===== config.mk =====
export PLATFORM = sky130hd
export DESIGN_NAME = ap_ctrl_initiator
export DESIGN_NICKNAME = d
export VERILOG_FILES = /design/src/rtl/ap_ctrl_initiator.sv
export SDC_FILE = /design/constraint.sdc
export NUM_CORES = 1
export LEC_CHECK = 0
export CORE_UTILIZATION = 45
export CTS_BUF_LIST = sky130_fd_sc_hd__clkbuf_8
export CTS_CLUSTER_SIZE = 12
export DETAILED_ROUTE_END_ITERATION = 8
export PLACE_DENSITY = 0.88
export SLEW_MARGIN = 20
export SYNTH_ARGS = -nofsm -noshare
export SYNTH_HDL_FRONTEND = slang
export SYNTH_SLANG_ARGS = --single-unit

===== constraint.sdc =====
create_clock -name ap_clk -period 3.8 [get_ports ap_clk]
set_clock_uncertainty 0.05 [all_clocks]
set_input_delay 0.76 -clock ap_clk [delete_from_list [all_inputs] [get_ports ap_clk]]
set_output_delay 0.76 -clock ap_clk [all_outputs]
set_load 0.03 [all_outputs]

===== src/rtl/ap_ctrl_initiator.sv =====
// ap_ctrl_initiator: ap_ctrl_hs initiator feeding (p,q) jobs to a kernel and returning its result.
// Define KERNEL_TIMEOUT_EN to build the watchdog that aborts a job whose done never arrives.
module ap_ctrl_initiator #(
  parameter int DATA_WIDTH     = 32,
  parameter int CNT_WIDTH      = 16,
  parameter int TIMEOUT_CYCLES = 1024
) (
  input  logic                  ap_clk,
  input  logic                  ap_rst,
  input  logic                  in_valid,
  output logic                  in_ready,
  input  logic [DATA_WIDTH-1:0] in_p,
  input  logic [DATA_WIDTH-1:0] in_q,
  output logic                  out_valid,
  input  logic                  out_ready,
  output logic [DATA_WIDTH-1:0] out_data,
  output logic                  k_ap_start,
  input  logic                  k_ap_done,
  input  logic                  k_ap_idle,
  input  logic                  k_ap_ready,
  output logic [DATA_WIDTH-1:0] k_p,
  output logic [DATA_WIDTH-1:0] k_q,
  input  logic [DATA_WIDTH-1:0] k_result,
  output logic [CNT_WIDTH-1:0]  job_count,
  output logic                  err_spurious,
  output logic                  err_timeout
);
  typedef enum logic [1:0] {IDLE, START, WAIT_DONE, OUTPUT} state_t;
  state_t r_state, w_state_n;
  logic r_start, w_start_n, r_ovld, w_ovld_n, r_done_seen, w_done_seen_n, r_spur, w_spur_n;
  logic [DATA_WIDTH-1:0] r_p, r_q, r_data, w_p_n, w_q_n, w_data_n;
  logic [CNT_WIDTH-1:0] r_cnt, w_cnt_n;
  logic w_busy, w_tout, w_unused;
  assign w_busy       = (r_state == START) || (r_state == WAIT_DONE);
  assign w_unused     = ^{k_ap_idle, 32'(TIMEOUT_CYCLES)};
  assign in_ready     = (r_state == IDLE);
  assign out_valid    = r_ovld;
  assign out_data     = r_data;
  assign k_ap_start   = r_start;
  assign k_p          = r_p;
  assign k_q          = r_q;
  assign job_count    = r_cnt;
  assign err_spurious = r_spur;
`ifdef KERNEL_TIMEOUT_EN
  logic [CNT_WIDTH-1:0] r_tmr;
  logic r_tout;
  assign w_tout      = w_busy && !r_done_seen && !k_ap_done && (r_tmr == CNT_WIDTH'(TIMEOUT_CYCLES - 1));
  assign err_timeout = r_tout;
  always_ff @(posedge ap_clk) begin
    if (ap_rst) begin
      r_tmr  <= '0;
      r_tout <= 1'b0;
    end else begin
      r_tmr  <= w_busy ? r_tmr + 1'b1 : '0;
      r_tout <= r_tout | w_tout;
    end
  end
`else
  assign w_tout      = 1'b0;
  assign err_timeout = 1'b0;
`endif
  always_comb begin
    w_state_n     = r_state;
    w_start_n     = r_start;
    w_ovld_n      = r_ovld;
    w_done_seen_n = r_done_seen;
    w_p_n         = r_p;
    w_q_n         = r_q;
    w_data_n      = r_data;
    w_cnt_n       = r_cnt;
    w_spur_n      = r_spur | (k_ap_done & (!w_busy | r_done_seen));
    // only the first done of a job is captured; later ones are flagged above
    if (w_busy && k_ap_done && !r_done_seen) begin
      w_data_n      = k_result;
      w_done_seen_n = 1'b1;
    end
    case (r_state)
      IDLE: if (in_valid) begin
        w_p_n     = in_p;
        w_q_n     = in_q;
        w_start_n = 1'b1;
        w_state_n = START;
      end
      START: if (k_ap_ready) begin
        w_start_n = 1'b0;
        w_ovld_n  = r_done_seen | k_ap_done;
        w_state_n = (r_done_seen | k_ap_done) ? OUTPUT : WAIT_DONE;
      end
      WAIT_DONE: if (k_ap_done) begin
        w_ovld_n  = 1'b1;
        w_state_n = OUTPUT;
      end
      OUTPUT: if (out_ready) begin
        w_ovld_n      = 1'b0;
        w_cnt_n       = r_cnt + 1'b1;
        w_done_seen_n = 1'b0;
        w_state_n     = IDLE;
      end
      default: w_state_n = IDLE;
    endcase
    if (w_tout) begin
      w_start_n = 1'b0;
      w_data_n  = '1;
      w_ovld_n  = 1'b1;
      w_state_n = OUTPUT;
    end
  end
  always_ff @(posedge ap_clk) begin
    if (ap_rst) begin
      r_state     <= IDLE;
      r_start     <= 1'b0;
      r_ovld      <= 1'b0;
      r_done_seen <= 1'b0;
      r_spur      <= 1'b0;
      r_p         <= '0;
      r_q         <= '0;
      r_data      <= '0;
      r_cnt       <= '0;
    end else begin
      r_state     <= w_state_n;
      r_start     <= w_start_n;
      r_ovld      <= w_ovld_n;
      r_done_seen <= w_done_seen_n;
      r_spur      <= w_spur_n;
      r_p         <= w_p_n;
      r_q         <= w_q_n;
      r_data      <= w_data_n;
      r_cnt       <= w_cnt_n;
    end
  end
endmodule


# Yosys cells after proc, flatten, opt, wreduce, memory -nomap -nowiden
# Index checks and enable logic that the tools add are counted.
# classes
addsub	1
n_eq_ne	7
n_mux	16
n_bitwise	4
reduce_logical	13
# ops
operator	count
adder 16 x 1 -> 16 bit, second input constant	1
2-to-1 mux 1 bit	9
2-to-1 mux 2 bit	4
!= test 2 bit, second input constant	4
case mux 2 bit (4 select lines)	1
AND reduction 4 bit	2
== test 2 bit, second input constant	2
AND reduction 2 bit	2
bitwise OR 1 bit	3
case mux 1 bit (3 select lines)	1
AND reduction 3 bit	1
nonzero test 3 bit	1
== test 2 x 1 -> 1 bit, second input constant	1
logical AND 1 bit	2
zero test 1 bit	2
zero test 2 bit	1
case mux 1 bit (2 select lines)	1
nonzero test 2 bit	1
AND 1 bit	1
logical OR 1 bit	1
# word_totals
ff_bits	118
input_bits	103
out_inout_bits	117
elab_cells	50

# Depth between registers and ports, before layout
# logic_depth
word_depth	7
depth_mapped	8
ltp_nobuf	6

# Worst setup path before layout
# OpenSTA, ideal clock, no wires.
# synth_path
path_kind	register to register
start	register r_state[1]
end	register r_state[0]
setup_time_ns	0.123
arrival_time_ns	1.582
required_time_ns	3.627
slack_ns	2.045
stages_incl_launch_ff	6
path_buffers	0
cell_sequence	dfxtp_1 > inv_1 > ha_1 > a2111oi_4 > and4b_2 > a211oi_2
# synth_via
elab_chain_len	3
word_cells_on_any_way	10
cone_classes	eq/ne: 7; mux: 1; reduce/logical: 2
# synth_lines
item	line	text
start: declaration	29	state_t r_state, w_state_n;
start signal: assignment	120	r_state <= w_state_n;
zero test 2 bit *	--	
net in_ready	11	output logic in_ready,
!= test 2 bit (no source line)	--	
AND reduction 4 bit (no source line)	--	
# The timed path passes the listed nets; every way through them passes the cells marked *.
# A chain may end at the register's enable or synchronous reset.

# Worst setup path after layout
# layout_path
start	register r_state[0]
end	output in_ready
# layout_via
elab_chain_len	1
# layout_lines
item	line	text
zero test 2 bit	36	assign in_ready = (r_state == IDLE);
end: declaration	11	
# Every way passes these cells.

==> flow_summary_export.csv <==
group,metric,value,unit
run_status,outcome,"finished, final reports clean",
critical_path,critPathSlowestCell,"sky130_fd_sc_hd__clkdlybuf4s50_1",
critical_path,worstPathCellList,"inv_1 -> ha_1 -> clkdlybuf4s50_1",
cells_and_area,final_core_util,75.5,%
critical_path,worstSetupStartpointType,"register",
cells_and_area,synthToLayoutAreaGrowth,59.7,%
cts,htree_num_levels,4,
cells_and_area,total_inserted_antenna_cells,0,
route,drt_pass1_iterations,4,
cells_and_area,fraction_of_final_layout_cells_sized_beyond_drive_strength_1,6.96,%
min_path,holdCritPathClass,"reg2reg",
timing,rsz0062_at_grt,"false",
cts,numClockSinks,118,
route,drt.antenna.violating_nets,0,
timing,timing.slew.headroom,39.6,%
critical_path,timing.critical_path.slowest_cell_delay,0.79,ns
yosys,main_combinational_cell_family_by_area_after_synthesis,"simple AND/OR/NAND/NOR gates",
yosys,post_synth_fa_ha_maj_area_fraction,1.69,%
timing,post-route-min-period,2.84,ns
placed_design,routabilityCongestion,0.752,
yosys,yosys.cell_types.count,39,
cells_and_area,layout.filler_cells,667,
floorplan,die_y,101,um
yosys,ys.warnings.count,0,
cts,clk-insertion-delay-late,0.41,ns
placed_design,place.detailed.hpwl,8740,um
floorplan,initial_core_util,47.3,%
yosys,synth-compound-area-share,13.3,%
cts,cts_buffer_depth,2,
timing,report.final.hold_viol_count,0,
critical_path,critical_path_required,2.99,ns
route,first_iter_violations,118,
yosys,synth_enable_flop_cells,0,
cts,cts_hold_buf,0,
route,detailroute.via_count,4376,
yosys,syn-num-nets,652,
cts,cts_inserted_buffers,17,
pwr,total_leakage_power,2.61,nW
run,cap_viol_max_count,0,
critical_path,cp-end-kind,"primary output",
global_routing,grt_pass1_wl,19400,um
yosys,synthesized_area_fraction_occupied_by_xor_and_xnor_cells,2.36,%
timing,finish_stage_setup_viols,0,
cts,cts.reportedPaths.clkPinSlew,0.06,ns
floorplan,io_pins,220,
yosys,yosys-top-cells-count,"sky130_fd_sc_hd__nand2_1, sky130_fd_sc_hd__dfxtp_1, sky130_fd_sc_hd__a21oi_1",
yosys,simple_gate_portion_of_the_synthesized_area,24.6,%
yosys,synth_sequential_area_ratio,53.0,%
cts,cts_root_buffer,"sky130_fd_sc_hd__clkbuf_8",
yosys,postSynthAreaPerCell,8.20,sq um
timing,post-route-period-util,74.8,%
route,number_of_drc_violations_after_detailed_routing,0,
route,avgRoutedWirePerCell,14.2,um
timing,tightest_slew,0.906,ns
route,drt-vias-per-instance,4.92,
global_routing,grt_start_max_net_pins,91,
cts,cts_resized,0,
yosys,synth_seq_cells,118,
global_routing,track_usage,24.1,%
global_routing,global_route.overflow_total,0,
timing,totalNegativeSetupSlack,0,ns
yosys,synth-async-reset-ratio,0,%
floorplan,floorplan.core_area,9420,sq um
yosys,synth_largest_type_area_fraction,53.0,%
critical_path,crit_path_max_fanout,5,
pwr,ir_worst_vdd,0.361,mV
cts,clock_tree_from_tritoncts,"built",
yosys,yosys_most_used_dff,"sky130_fd_sc_hd__dfxtp_1",
yosys,yosysMostFrequentCell,"sky130_fd_sc_hd__nand2_1",
yosys,syn-cell-area,4450,sq um
timing,fmax,0.352,GHz
pwr,finalPower,0.00472,W
floorplan,design.die.area,10300,sq um
critical_path,critical_path_at,2.03,ns
yosys,synthesized_instance_count,543,
pwr,power_density_relative_to_cell_area,663,nW/um^2
yosys,post_synth_main_area_contributors,"sky130_fd_sc_hd__dfxtp_1, sky130_fd_sc_hd__nand2_1, sky130_fd_sc_hd__a21oi_1",
yosys,synthMuxAreaShare,0.702,%
floorplan,fp.dieW,101,um
global_routing,antenna_violations_before_repair,0,
route,drt-total-wl,12700,um
critical_path,worst_setup_path_type,"reg2out",
yosys,synth.largest_area_cell,"sky130_fd_sc_hd__dfxtp_1",
timing,final-max-slew-violation-count,0,
placed_design,portBuffers,217,
global_routing,grt_pass1_vias,4219,
cells_and_area,final_nets,857,
floorplan,core.rowCount,35,
cts,post-cts-setup-buffer-count,0,
## cells in the final DEF, fill, tap and decap left out, types with 3 or more instances in the layout
cell                              Yosys  routed
sky130_fd_sc_hd__inv_1                6       9
sky130_fd_sc_hd__nor3_1               5       5
sky130_fd_sc_hd__nor2b_1              3       3
sky130_fd_sc_hd__clkdlybuf4s50_1      0     216
sky130_fd_sc_hd__nor4_2               3       3
sky130_fd_sc_hd__xor2_1               4       4
sky130_fd_sc_hd__o21ai_0              3       3
sky130_fd_sc_hd__nand4_1              4       4
sky130_fd_sc_hd__ha_1                 6       6
sky130_fd_sc_hd__nand2_1            201     200
sky130_fd_sc_hd__dfxtp_1            118     118
sky130_fd_sc_hd__a21oi_1            103     103
sky130_fd_sc_hd__nor2_1              19      18
sky130_fd_sc_hd__buf_4                1       5
sky130_fd_sc_hd__bufinv_16            0       5
sky130_fd_sc_hd__xnor2_1              8       8
sky130_fd_sc_hd__clkbuf_8             0      17
## routing by layer
metal  wire length, um  part of all wire, %  GRT usage, %  vias up
li1                  -                    -             -     2177
met1              4920                   39          25.2     2024
met2              6540                   52          43.9      159
met3              1020                  8.0          9.52       16
met4               184                  1.5          7.80        0
met5                 0                    0             0        -
## final timing paths
check	start	endpoint	slack [ns]	depth (start not counted)
setup reg to reg	r_state[0]	k_q[4]	1.58	6
hold reg to reg	k_p[27]	k_p[27]	0.40	2
hold / removal	k_p[27]	k_p[27]	0.40	2
setup / recovery	r_state[0]	in_ready	0.96	3
## power breakdown
group	leakage [nW]	internal, W	total [W]	switching (W)
registers	0.964	0.00148	0.00161	0.000133
logic	1.42	0.000720	0.00183	0.00111
clock network	0.230	0.000776	0.00127	0.000499
total	2.61	0.00297	0.00472	0.00175
## cell families (layout without fill, tap and decap cells)
logic type	Yosys count	count (layout)
other cells	1	1
mux	3	3
fa+ha+maj	6	6
simple gates	251	251
buf+inv	41	259
xor+xnor	12	12
compound gates	111	111
flops	118	118
## worst max-delay path: cells and delay by family, from the launching register on
kind                       cells  cell delay [ns]
adders and majority gates      1             0.35
buffers and inverters          2             0.93
DFF                            1             0.35
## cell type report
cell class	count	area, sq um	share of cell area (%)
clock buffer	17	234	3.29
clock inverter	15	213	2.99
inverter	6	22.5	0.317
multi-input combinational	384	1920	27.0
sequential	118	2360	33.2
tap	129	161	2.27
timing repair buffer	221	2200	30.9
## registers in the layout, summed over array words and instances, names as in the netlist
register	flops
err_spurious	1
job_count	16
k_ap_start	1
k_p	32
k_q	32
out_data	32
out_valid	1
r_done_seen	1
r_state	2
## through the flow
stage | std cells | area, sq um | setup slack [ns] | hold slack (ns)
2_1_floorplan | 543 | 4450 | 2.04 | 0.473
5_1_grt | 890 | 7110 | 0.838 | 0.421
3_3_place_gp | 858 | 6660 | 1.24 | 0.390
3_5_place_dp | 858 | 6660 | 1.14 | 0.396
6_report | 890 | 7110 | 0.956 | 0.403
4_1_cts | 890 | 7110 | 0.983 | 0.405
Note: power is estimated with default switching activity, not from simulation.
